===== config.mk =====
export PLATFORM = sky130hd
export DESIGN_NAME = ristretto_shift_dispatcher_flat
export DESIGN_NICKNAME = d
export VERILOG_FILES = /design/src/rtl/ristretto_exe_stage_pkg.sv /design/src/rtl/ristretto_shift_dispatcher_if.sv /design/src/rtl/ristretto_sdisp_fastpath.sv /design/src/rtl/ristretto_shift_dispatcher.sv /design/src/flat_wrapper.sv
export SDC_FILE = /design/constraint.sdc
export NUM_CORES = 1
export LEC_CHECK = 0
export CORE_MARGIN = 3
export CORE_UTILIZATION = 42
export DETAILED_ROUTE_END_ITERATION = 10
export GPL_TIMING_DRIVEN = 0
export HOLD_SLACK_MARGIN = 0.15
export PLACE_DENSITY = 0.82
export SYNTH_ARGS = -nofsm -noshare
export SYNTH_HDL_FRONTEND = slang
export SYNTH_SLANG_ARGS = --single-unit

===== constraint.sdc =====
create_clock -name clk_i -period 2.4 [get_ports clk_i]
set_clock_uncertainty 0.15 [all_clocks]
set_input_delay 0.36 -clock clk_i [delete_from_list [all_inputs] [get_ports clk_i]]
set_output_delay 0.36 -clock clk_i [all_outputs]
set_load 0.02 [all_outputs]

===== src/rtl/ristretto_exe_stage_pkg.sv =====
// Shared exe-stage definitions: shift mode codes plus the sequential-shift dispatcher
// state encoding and counter width.
package ristretto_exe_stage_pkg;

    localparam logic [1:0] SHIFT_LEFT   = 2'b00;
    localparam logic [1:0] SHIFT_RIGHT  = 2'b01;
    localparam logic [1:0] SHIFT_ARIGHT = 2'b10;

    localparam int SDISP_CNT_W = 5;

    typedef enum logic [1:0] {
        SDISP_IDLE,
        SDISP_ISSUE,
        SDISP_CAPTURE,
        SDISP_RESP
    } sdisp_state_t;

    function automatic logic isLegalShiftMode(input logic [1:0] mode);
        return (mode == SHIFT_LEFT) || (mode == SHIFT_RIGHT) || (mode == SHIFT_ARIGHT);
    endfunction

endpackage


===== src/rtl/ristretto_shift_dispatcher_if.sv =====
// Request/response bus between exe control and the shift dispatcher; signal
// suffixes are relative to the dispatcher (slave side).
interface ristretto_shift_dispatcher_if #(
    parameter int DataWidth = 32
);

    logic                 sdisp_req_valid_i;
    logic                 sdisp_req_ready_o;
    logic [DataWidth-1:0] sdisp_op_a_i;
    logic [4:0]           sdisp_amt_i;
    logic [1:0]           sdisp_mode_i;
    logic                 sdisp_rsp_valid_o;
    logic                 sdisp_rsp_ready_i;
    logic [DataWidth-1:0] sdisp_result_o;
    logic                 sdisp_illegal_o;

    modport master (
        output sdisp_req_valid_i, sdisp_op_a_i, sdisp_amt_i, sdisp_mode_i, sdisp_rsp_ready_i,
        input  sdisp_req_ready_o, sdisp_rsp_valid_o, sdisp_result_o, sdisp_illegal_o
    );

    modport slave (
        input  sdisp_req_valid_i, sdisp_op_a_i, sdisp_amt_i, sdisp_mode_i, sdisp_rsp_ready_i,
        output sdisp_req_ready_o, sdisp_rsp_valid_o, sdisp_result_o, sdisp_illegal_o
    );

endinterface


===== src/rtl/ristretto_sdisp_fastpath.sv =====
// Combinational 0/1-bit shifter used for requests that never need the sequential
// shifter. Illegal modes and zero amounts pass the operand through unchanged.
module ristretto_sdisp_fastpath
    import ristretto_exe_stage_pkg::*;
#(
    parameter int DataWidth = 32
) (
    input  logic [DataWidth-1:0] op_a_i,
    input  logic [4:0]           amt_i,
    input  logic [1:0]           mode_i,
    output logic [DataWidth-1:0] data_o
);

    always_comb begin
        data_o = op_a_i;
        if (amt_i == 5'd1) begin
            case (mode_i)
                SHIFT_LEFT:   data_o = op_a_i << 1;
                SHIFT_RIGHT:  data_o = op_a_i >> 1;
                SHIFT_ARIGHT: data_o = {op_a_i[DataWidth-1], op_a_i[DataWidth-1:1]};
                default:      data_o = op_a_i;
            endcase
        end
    end

endmodule


===== src/rtl/ristretto_shift_dispatcher.sv =====
// Initiator side of the sequential-shift handshake: resolves 0/1-bit shifts locally,
// otherwise strobes the sequential shifter for N cycles. Optional busy-line monitor
// enabled by defining RISTRETTO_SDISP_BUSY_CHECK_EN.
module ristretto_shift_dispatcher
    import ristretto_exe_stage_pkg::*;
#(
    parameter int DataWidth = 32
) (
    input  logic                          clk_i,
    input  logic                          rst_i,
    ristretto_shift_dispatcher_if.slave   sdisp,
    output logic                          sshft_en_o,
    output logic [DataWidth-1:0]          sshft_operand_a_o,
    output logic [4:0]                    sshft_operand_b_o,
    output logic [1:0]                    sshft_mode_o,
    input  logic                          sshft_busy_i,
    input  logic [DataWidth-1:0]          sshft_result_i,
    output logic                          sdisp_fault_o
);

    sdisp_state_t           state_q;
    logic                   reqReady_q;
    logic                   rspValid_q;
    logic [DataWidth-1:0]   result_q;
    logic                   illegal_q;
    logic                   en_q;
    logic [DataWidth-1:0]   opA_q;
    logic [4:0]             opB_q;
    logic [1:0]             mode_q;
    logic [SDISP_CNT_W-1:0] cnt_q;

    logic                   illegalMode_d;
    logic                   fastPath_d;
    logic [DataWidth-1:0]   fastData_d;
    logic [SDISP_CNT_W-1:0] lastCnt_d;

    ristretto_sdisp_fastpath #(
        .DataWidth (DataWidth)
    ) u_fastpath (
        .op_a_i (sdisp.sdisp_op_a_i),
        .amt_i  (sdisp.sdisp_amt_i),
        .mode_i (sdisp.sdisp_mode_i),
        .data_o (fastData_d)
    );

    assign illegalMode_d = !isLegalShiftMode(sdisp.sdisp_mode_i);
    assign fastPath_d    = illegalMode_d || (sdisp.sdisp_amt_i <= 5'd1);
    assign lastCnt_d     = SDISP_CNT_W'(opB_q - 5'd1);

    // en drops on the edge that ends the Nth ISSUE cycle, so the shifter sees exactly N enabled edges.
    always_ff @(posedge clk_i or posedge rst_i) begin
        if (rst_i) begin
            state_q    <= SDISP_IDLE;
            reqReady_q <= 1'b1;
            rspValid_q <= 1'b0;
            result_q   <= '0;
            illegal_q  <= 1'b0;
            en_q       <= 1'b0;
            opA_q      <= '0;
            opB_q      <= '0;
            mode_q     <= SHIFT_LEFT;
            cnt_q      <= '0;
        end else begin
            case (state_q)
                SDISP_IDLE: begin
                    if (sdisp.sdisp_req_valid_i && reqReady_q) begin
                        reqReady_q <= 1'b0;
                        opA_q      <= sdisp.sdisp_op_a_i;
                        opB_q      <= sdisp.sdisp_amt_i;
                        mode_q     <= sdisp.sdisp_mode_i;
                        illegal_q  <= illegalMode_d;
                        if (fastPath_d) begin
                            result_q   <= fastData_d;
                            rspValid_q <= 1'b1;
                            state_q    <= SDISP_RESP;
                        end else begin
                            en_q    <= 1'b1;
                            cnt_q   <= '0;
                            state_q <= SDISP_ISSUE;
                        end
                    end
                end
                SDISP_ISSUE: begin
                    if (cnt_q == lastCnt_d) begin
                        en_q    <= 1'b0;
                        state_q <= SDISP_CAPTURE;
                    end else begin
                        cnt_q <= cnt_q + 1'b1;
                    end
                end
                SDISP_CAPTURE: begin
                    result_q   <= sshft_result_i;
                    rspValid_q <= 1'b1;
                    state_q    <= SDISP_RESP;
                end
                SDISP_RESP: begin
                    if (sdisp.sdisp_rsp_ready_i) begin
                        rspValid_q <= 1'b0;
                        reqReady_q <= 1'b1;
                        state_q    <= SDISP_IDLE;
                    end
                end
                default: begin
                    state_q <= SDISP_IDLE;
                end
            endcase
        end
    end

    assign sdisp.sdisp_req_ready_o = reqReady_q;
    assign sdisp.sdisp_rsp_valid_o = rspValid_q;
    assign sdisp.sdisp_result_o    = result_q;
    assign sdisp.sdisp_illegal_o   = illegal_q;
    assign sshft_en_o              = en_q;
    assign sshft_operand_a_o       = opA_q;
    assign sshft_operand_b_o       = opB_q;
    assign sshft_mode_o            = mode_q;

`ifdef RISTRETTO_SDISP_BUSY_CHECK_EN
    logic fault_q;

    // The shifter raises busy one edge after the first enable and must be idle once en drops.
    always_ff @(posedge clk_i or posedge rst_i) begin
        if (rst_i) begin
            fault_q <= 1'b0;
        end else if (((state_q == SDISP_ISSUE) && (cnt_q != '0) && !sshft_busy_i) ||
                     ((state_q == SDISP_CAPTURE) && sshft_busy_i)) begin
            fault_q <= 1'b1;
        end
    end

    assign sdisp_fault_o = fault_q;
`else
    logic unusedBusy;
    assign unusedBusy    = sshft_busy_i;
    assign sdisp_fault_o = 1'b0;
`endif

endmodule


===== src/flat_wrapper.sv =====
// flat-port wrapper written by rule: the top's interface ports become plain ports
module ristretto_shift_dispatcher_flat import ristretto_exe_stage_pkg::*;
#(
    parameter int DataWidth = 32
)
  (clk_i, rst_i, sshft_en_o, sshft_operand_a_o, sshft_operand_b_o, sshft_mode_o, sshft_busy_i, sshft_result_i, sdisp_fault_o, sdisp_sdisp_req_valid_i, sdisp_sdisp_op_a_i, sdisp_sdisp_amt_i, sdisp_sdisp_mode_i, sdisp_sdisp_rsp_ready_i, sdisp_sdisp_req_ready_o, sdisp_sdisp_rsp_valid_o, sdisp_sdisp_result_o, sdisp_sdisp_illegal_o);
  ristretto_shift_dispatcher_if #(.DataWidth(DataWidth)) sdisp_i ();
  input  logic clk_i;
  input  logic rst_i;
  output logic sshft_en_o;
  output logic [DataWidth-1:0] sshft_operand_a_o;
  output logic [4:0] sshft_operand_b_o;
  output logic [1:0] sshft_mode_o;
  input  logic sshft_busy_i;
  input  logic [DataWidth-1:0] sshft_result_i;
  output logic sdisp_fault_o;
  input wire logic [$bits(sdisp_i.sdisp_req_valid_i)-1:0] sdisp_sdisp_req_valid_i;
  input wire logic [$bits(sdisp_i.sdisp_op_a_i)-1:0] sdisp_sdisp_op_a_i;
  input wire logic [$bits(sdisp_i.sdisp_amt_i)-1:0] sdisp_sdisp_amt_i;
  input wire logic [$bits(sdisp_i.sdisp_mode_i)-1:0] sdisp_sdisp_mode_i;
  input wire logic [$bits(sdisp_i.sdisp_rsp_ready_i)-1:0] sdisp_sdisp_rsp_ready_i;
  output wire logic [$bits(sdisp_i.sdisp_req_ready_o)-1:0] sdisp_sdisp_req_ready_o;
  output wire logic [$bits(sdisp_i.sdisp_rsp_valid_o)-1:0] sdisp_sdisp_rsp_valid_o;
  output wire logic [$bits(sdisp_i.sdisp_result_o)-1:0] sdisp_sdisp_result_o;
  output wire logic [$bits(sdisp_i.sdisp_illegal_o)-1:0] sdisp_sdisp_illegal_o;
  assign sdisp_i.sdisp_req_valid_i = sdisp_sdisp_req_valid_i;
  assign sdisp_i.sdisp_op_a_i = sdisp_sdisp_op_a_i;
  assign sdisp_i.sdisp_amt_i = sdisp_sdisp_amt_i;
  assign sdisp_i.sdisp_mode_i = sdisp_sdisp_mode_i;
  assign sdisp_i.sdisp_rsp_ready_i = sdisp_sdisp_rsp_ready_i;
  assign sdisp_sdisp_req_ready_o = sdisp_i.sdisp_req_ready_o;
  assign sdisp_sdisp_rsp_valid_o = sdisp_i.sdisp_rsp_valid_o;
  assign sdisp_sdisp_result_o = sdisp_i.sdisp_result_o;
  assign sdisp_sdisp_illegal_o = sdisp_i.sdisp_illegal_o;
  ristretto_shift_dispatcher #(.DataWidth(DataWidth)) u_core (.clk_i(clk_i), .rst_i(rst_i), .sdisp(sdisp_i), .sshft_en_o(sshft_en_o), .sshft_operand_a_o(sshft_operand_a_o), .sshft_operand_b_o(sshft_operand_b_o), .sshft_mode_o(sshft_mode_o), .sshft_busy_i(sshft_busy_i), .sshft_result_i(sshft_result_i), .sdisp_fault_o(sdisp_fault_o));
endmodule

==> results.py <==
metrics = {
    "cells_and_area": {
        "n_antenna_cell": 0,
        "finalInstanceArea_um2": 7140,
        "syn_to_final_growth_pct": 40.3,
        "nets": 792,
        "layout-drive-gt1-share_pct": 16.4,
        "fin_util_pct": 61.5,
        "fin_cells": 857,
    },
    "synth": {
        "synthesis.area_um2": 5090,
        "synth.avg_cell_area_um2": 9.29,
        "synth-main-ff-cell": "dfrtp_1",
        "synth_fp_nets": 631,
        "synth_simple_gate_area_share_pct": 14.0,
        "synthAdderAreaFrac_pct": 1.72,
        "postSynthCellCount": 548,
        "ys_types": 53,
        "seq_area_frac_synth_pct": 40.3,
        "ys_ff_latch": 82,
        "synth-compound-area-share_pct": 27.6,
        "synth_xor_area_share_pct": 1.03,
        "synth_top_family_by_area": "compound AO/OA/AOI/OAI gates",
        "synth_async_sr_flop_share_pct": 100,
        "synthMuxAreaShare_pct": 10.1,
        "synth_edf_count": 0,
        "synth_warnings": 0,
    },
    "routing": {
        "firstDrtPassIters": 5,
        "ant_nets": 0,
        "drt_iter0_drc": 486,
        "vias": 5191,
        "drt-vias-per-instance": 6.06,
        "top_layer": "met4",
        "wl_met3_mm": 1.16,
        "wl_mm": 17.2,
        "wl_met2_mm": 8.55,
        "wl_per_cell_um": 20.1,
        "drcViolationCount": 0,
        "wl_met1_mm": 7.14,
    },
    "timing": {
        "max_slew_margin_pct": 40.1,
        "setup_ws_ns": 0.0971,
        "period_needed_ns": 2.30,
        "rsz0062_at_grt": "yes",
        "fmax_mhz": 434,
        "setup_viol": 0,
        "maxSlewViolCount": 0,
        "hold_violations": 0,
        "period_share_pct": 96.0,
        "worst_slew_pin_slew_ns": 0.897,
    },
    "worst_setup_path": {
        "path_cells": "inv_1, ha_1, xor2_1, nor2_1, o311ai_4, mux2_2, a22o_1",
        "r2r_cells": 7,
        "max_stage_delay_ns": 0.44,
        "cp_top_family": "compound AO/OA/AOI/OAI gates",
        "end_kind": "register",
        "r2r_end": "u_core.cnt_q[0]",
        "critPathKind": "reg -> reg",
        "critPathBufInv": 1,
        "worstSetupEndpoint": "u_core.cnt_q[0]",
        "arrival_ns": 2.39,
        "required_ns": 2.48,
        "cp.depth": 7,
        "r2r_slack_ns": 0.1,
        "startpoint": "u_core.sshft_operand_b_o[0]",
        "path_max_fanout": 5,
        "worstSetupStartpointType": "register",
        "r2r-start": "u_core.sshft_operand_b_o[0]",
        "slowest_stage": "dfrtp_1",
    },
    "pwr": {
        "p_int_mw": 5.27,
        "switching_share_pct": 41.3,
        "ir_worst_vdd_uv": 613,
        "p_sw_mw": 3.71,
        "p_seq_share_pct": 28.2,
        "p_leak_nw": 2.87,
        "p_per_area_nw_per_um2": 1260,
        "p_clk_share_pct": 15.6,
        "combPwrFrac_pct": 56.2,
    },
    "clock_tree": {
        "cts_buffers": 9,
        "cts_tree": "yes",
        "clockBufferDepth": 2,
        "cts-root-buf": "clkbuf_16",
        "clkLatencyLatePin_ns": 0.34,
        "cts.sinks": 82,
        "path_clk_slew_ns": 0.06,
        "ctsHoldBuffers": 0,
        "htree_num_levels": 3,
    },
    "global_routing": {
        "grt_pass1_vias": 5093,
        "grt_antenna_before_repair": 0,
        "track_usage_pct": 25.6,
        "grt_max_degree": 44,
        "grt_pass1_wl_mm": 27.0,
        "grt_overflow": 0,
    },
    "place": {
        "placedCellCount": 840,
        "dp_hpwl_mm": 12.4,
        "port_buffers": 148,
        "gp_congestion": 0.856,
        "dpl_cell_area_um2": 6780,
        "pre_cts_ws_ns": -0.483,
    },
    "die": {
        "core_area_um2": 11600,
        "fp-row-count": 39,
        "start_util_pct": 43.8,
        "pin_count": 152,
        "die_area_um2": 13500,
        "die_h_um": 116,
        "die_w_um": 116,
    },
    "status": {
        "status": "complete, no violations",
    },
    "job": {
        "drv_cap": 0,
    },
    "min_path": {
        "hold_path.class": "reg -> reg",
    },
}
[how the worst min path moves through the flow]
| stage | start | endpoint | slack [ns] | cells after the start |
|---|---|---|---|---|
| after floorplan | sdisp_sdisp_op_a_i[0] | u_core.sshft_operand_a_o[0] | 0.36 | 1 |
| after global placement | u_core.sdisp.sdisp_result_o[31] | u_core.sdisp.sdisp_result_o[31] | 0.31 | 2 |
| after detailed placement | u_core.sdisp.sdisp_result_o[31] | u_core.sdisp.sdisp_result_o[31] | 0.32 | 2 |
| after CTS | u_core.sdisp.sdisp_result_o[31] | u_core.sdisp.sdisp_result_o[31] | 0.33 | 2 |
| after global routing | u_core.sshft_operand_a_o[19] | u_core.sshft_operand_a_o[19] | 0.36 | 1 |
| final | u_core.sdisp.sdisp_result_o[31] | u_core.sdisp.sdisp_result_o[31] | 0.33 | 2 |
[sequential cells by signal, indices dropped and copies added, names as in the netlist]
register and count:
u_core.sdisp.sdisp_result_o 32, u_core.sshft_operand_a_o 32, u_core.cnt_q 5, u_core.sshft_operand_b_o 5, u_core.sshft_mode_o 2, u_core.state_q 2
u_core.sdisp.sdisp_illegal_o 1, u_core.sdisp.sdisp_req_ready_o 1, u_core.sdisp.sdisp_rsp_valid_o 1, u_core.sshft_en_o 1
[repair_timing]
action | in CTS | in global routing
setup buffers | 1 | 1
cloned | 0 | 1
pin swaps | 1 | 3
endpoints found under the setup margin | 37 | 56
resized for setup | 3 | 23
[cell usage after synthesis, types with 11 or more instances]
master | instances | area share, %
buf_2 | 12 | 1.2
a221o_1 | 25 | 4.9
inv_1 | 11 | 0.81
nand2_1 | 44 | 3.2
or2_2 | 25 | 3.1
o21a_1 | 19 | 2.8
a21oi_1 | 64 | 6.3
clkbuf_1 | 35 | 2.6
o21ai_0 | 14 | 1.4
o22ai_1 | 25 | 3.1
dfrtp_1 | 81 | 40
mux2_2 | 42 | 9.3
o211ai_1 | 20 | 2.9
nor2_1 | 37 | 2.7
[tightest hold or removal path, cell delays in order, from the launching register on]
cell	delay, ns
dfrtp_1	0.34
nand2_1	0.05
o31ai_1	0.06
[power by group through the flow]
stage	registers (mW)	clock network, mW	logic [mW]
2_1_floorplan	3.24	0	2.09
3_3_place_gp	2.49	0	4.75
3_5_place_dp	2.54	0	4.89
4_1_cts	2.53	1.42	4.93
5_1_grt	2.63	1.50	5.41
6_report	2.53	1.40	5.05
[cell families (layout without fill, tap and decap cells)]
group	after synthesis	in the layout
multiplexers	46	46
buffers and inverters	62	227
flip-flops	82	82
other	1	1
AND/OR/NAND/NOR	142	142
XOR/XNOR	6	6
AO/OA/AOI/OAI	202	203
adder cells (fa/ha/maj)	7	7
[cells in the final DEF (no fill, tap or decap), drive strengths merged, types with 4 or more instances in the layout]
master         instances
clkdlybuf4s50        148
or2                   25
and2                   5
o211ai                20
ha                     7
o21a                  19
nand3                  4
inv                   10
mux2                  42
mux2i                  4
o22ai                 25
a2111o                 5
nand2                 45
a221o                 25
buf                   18
clkbuf                47
o21ai                 14
dfrtp                 81
a211oi                 6
nor3b                  4
nand2b                 7
nor2b                  4
a21oi                 64
o21bai                 5
o31ai                  6
nor2                  37
[layer usage]
metal	up-vias	GRT usage (%)
li1	2346	-
met1	2582	33.6
met2	236	42.8
met3	27	5.18
met4	0	7.58
met5	-	0
[per-stage QoR]
stage	setup TNS [ns]	hold slack, ns	power [mW]
3_5_place_dp	-9.89	0.321	7.44
3_3_place_gp	-7.43	0.312	7.24
4_1_cts	0	0.333	8.89
5_1_grt	-0.107	0.365	9.54
2_1_floorplan	0	0.361	5.33
6_report	0	0.332	8.98
[final cells by class]
type	count	area, um^2
clock buffer	13	260
timing repair buffer	151	1520
clock inverter	3	40.0
multi-input combinational	405	2830
buffer	49	224
sequential	82	2050
tap	143	179
inverter	11	45.0
fill	994	4470
(Power assumes the default switching activity.)
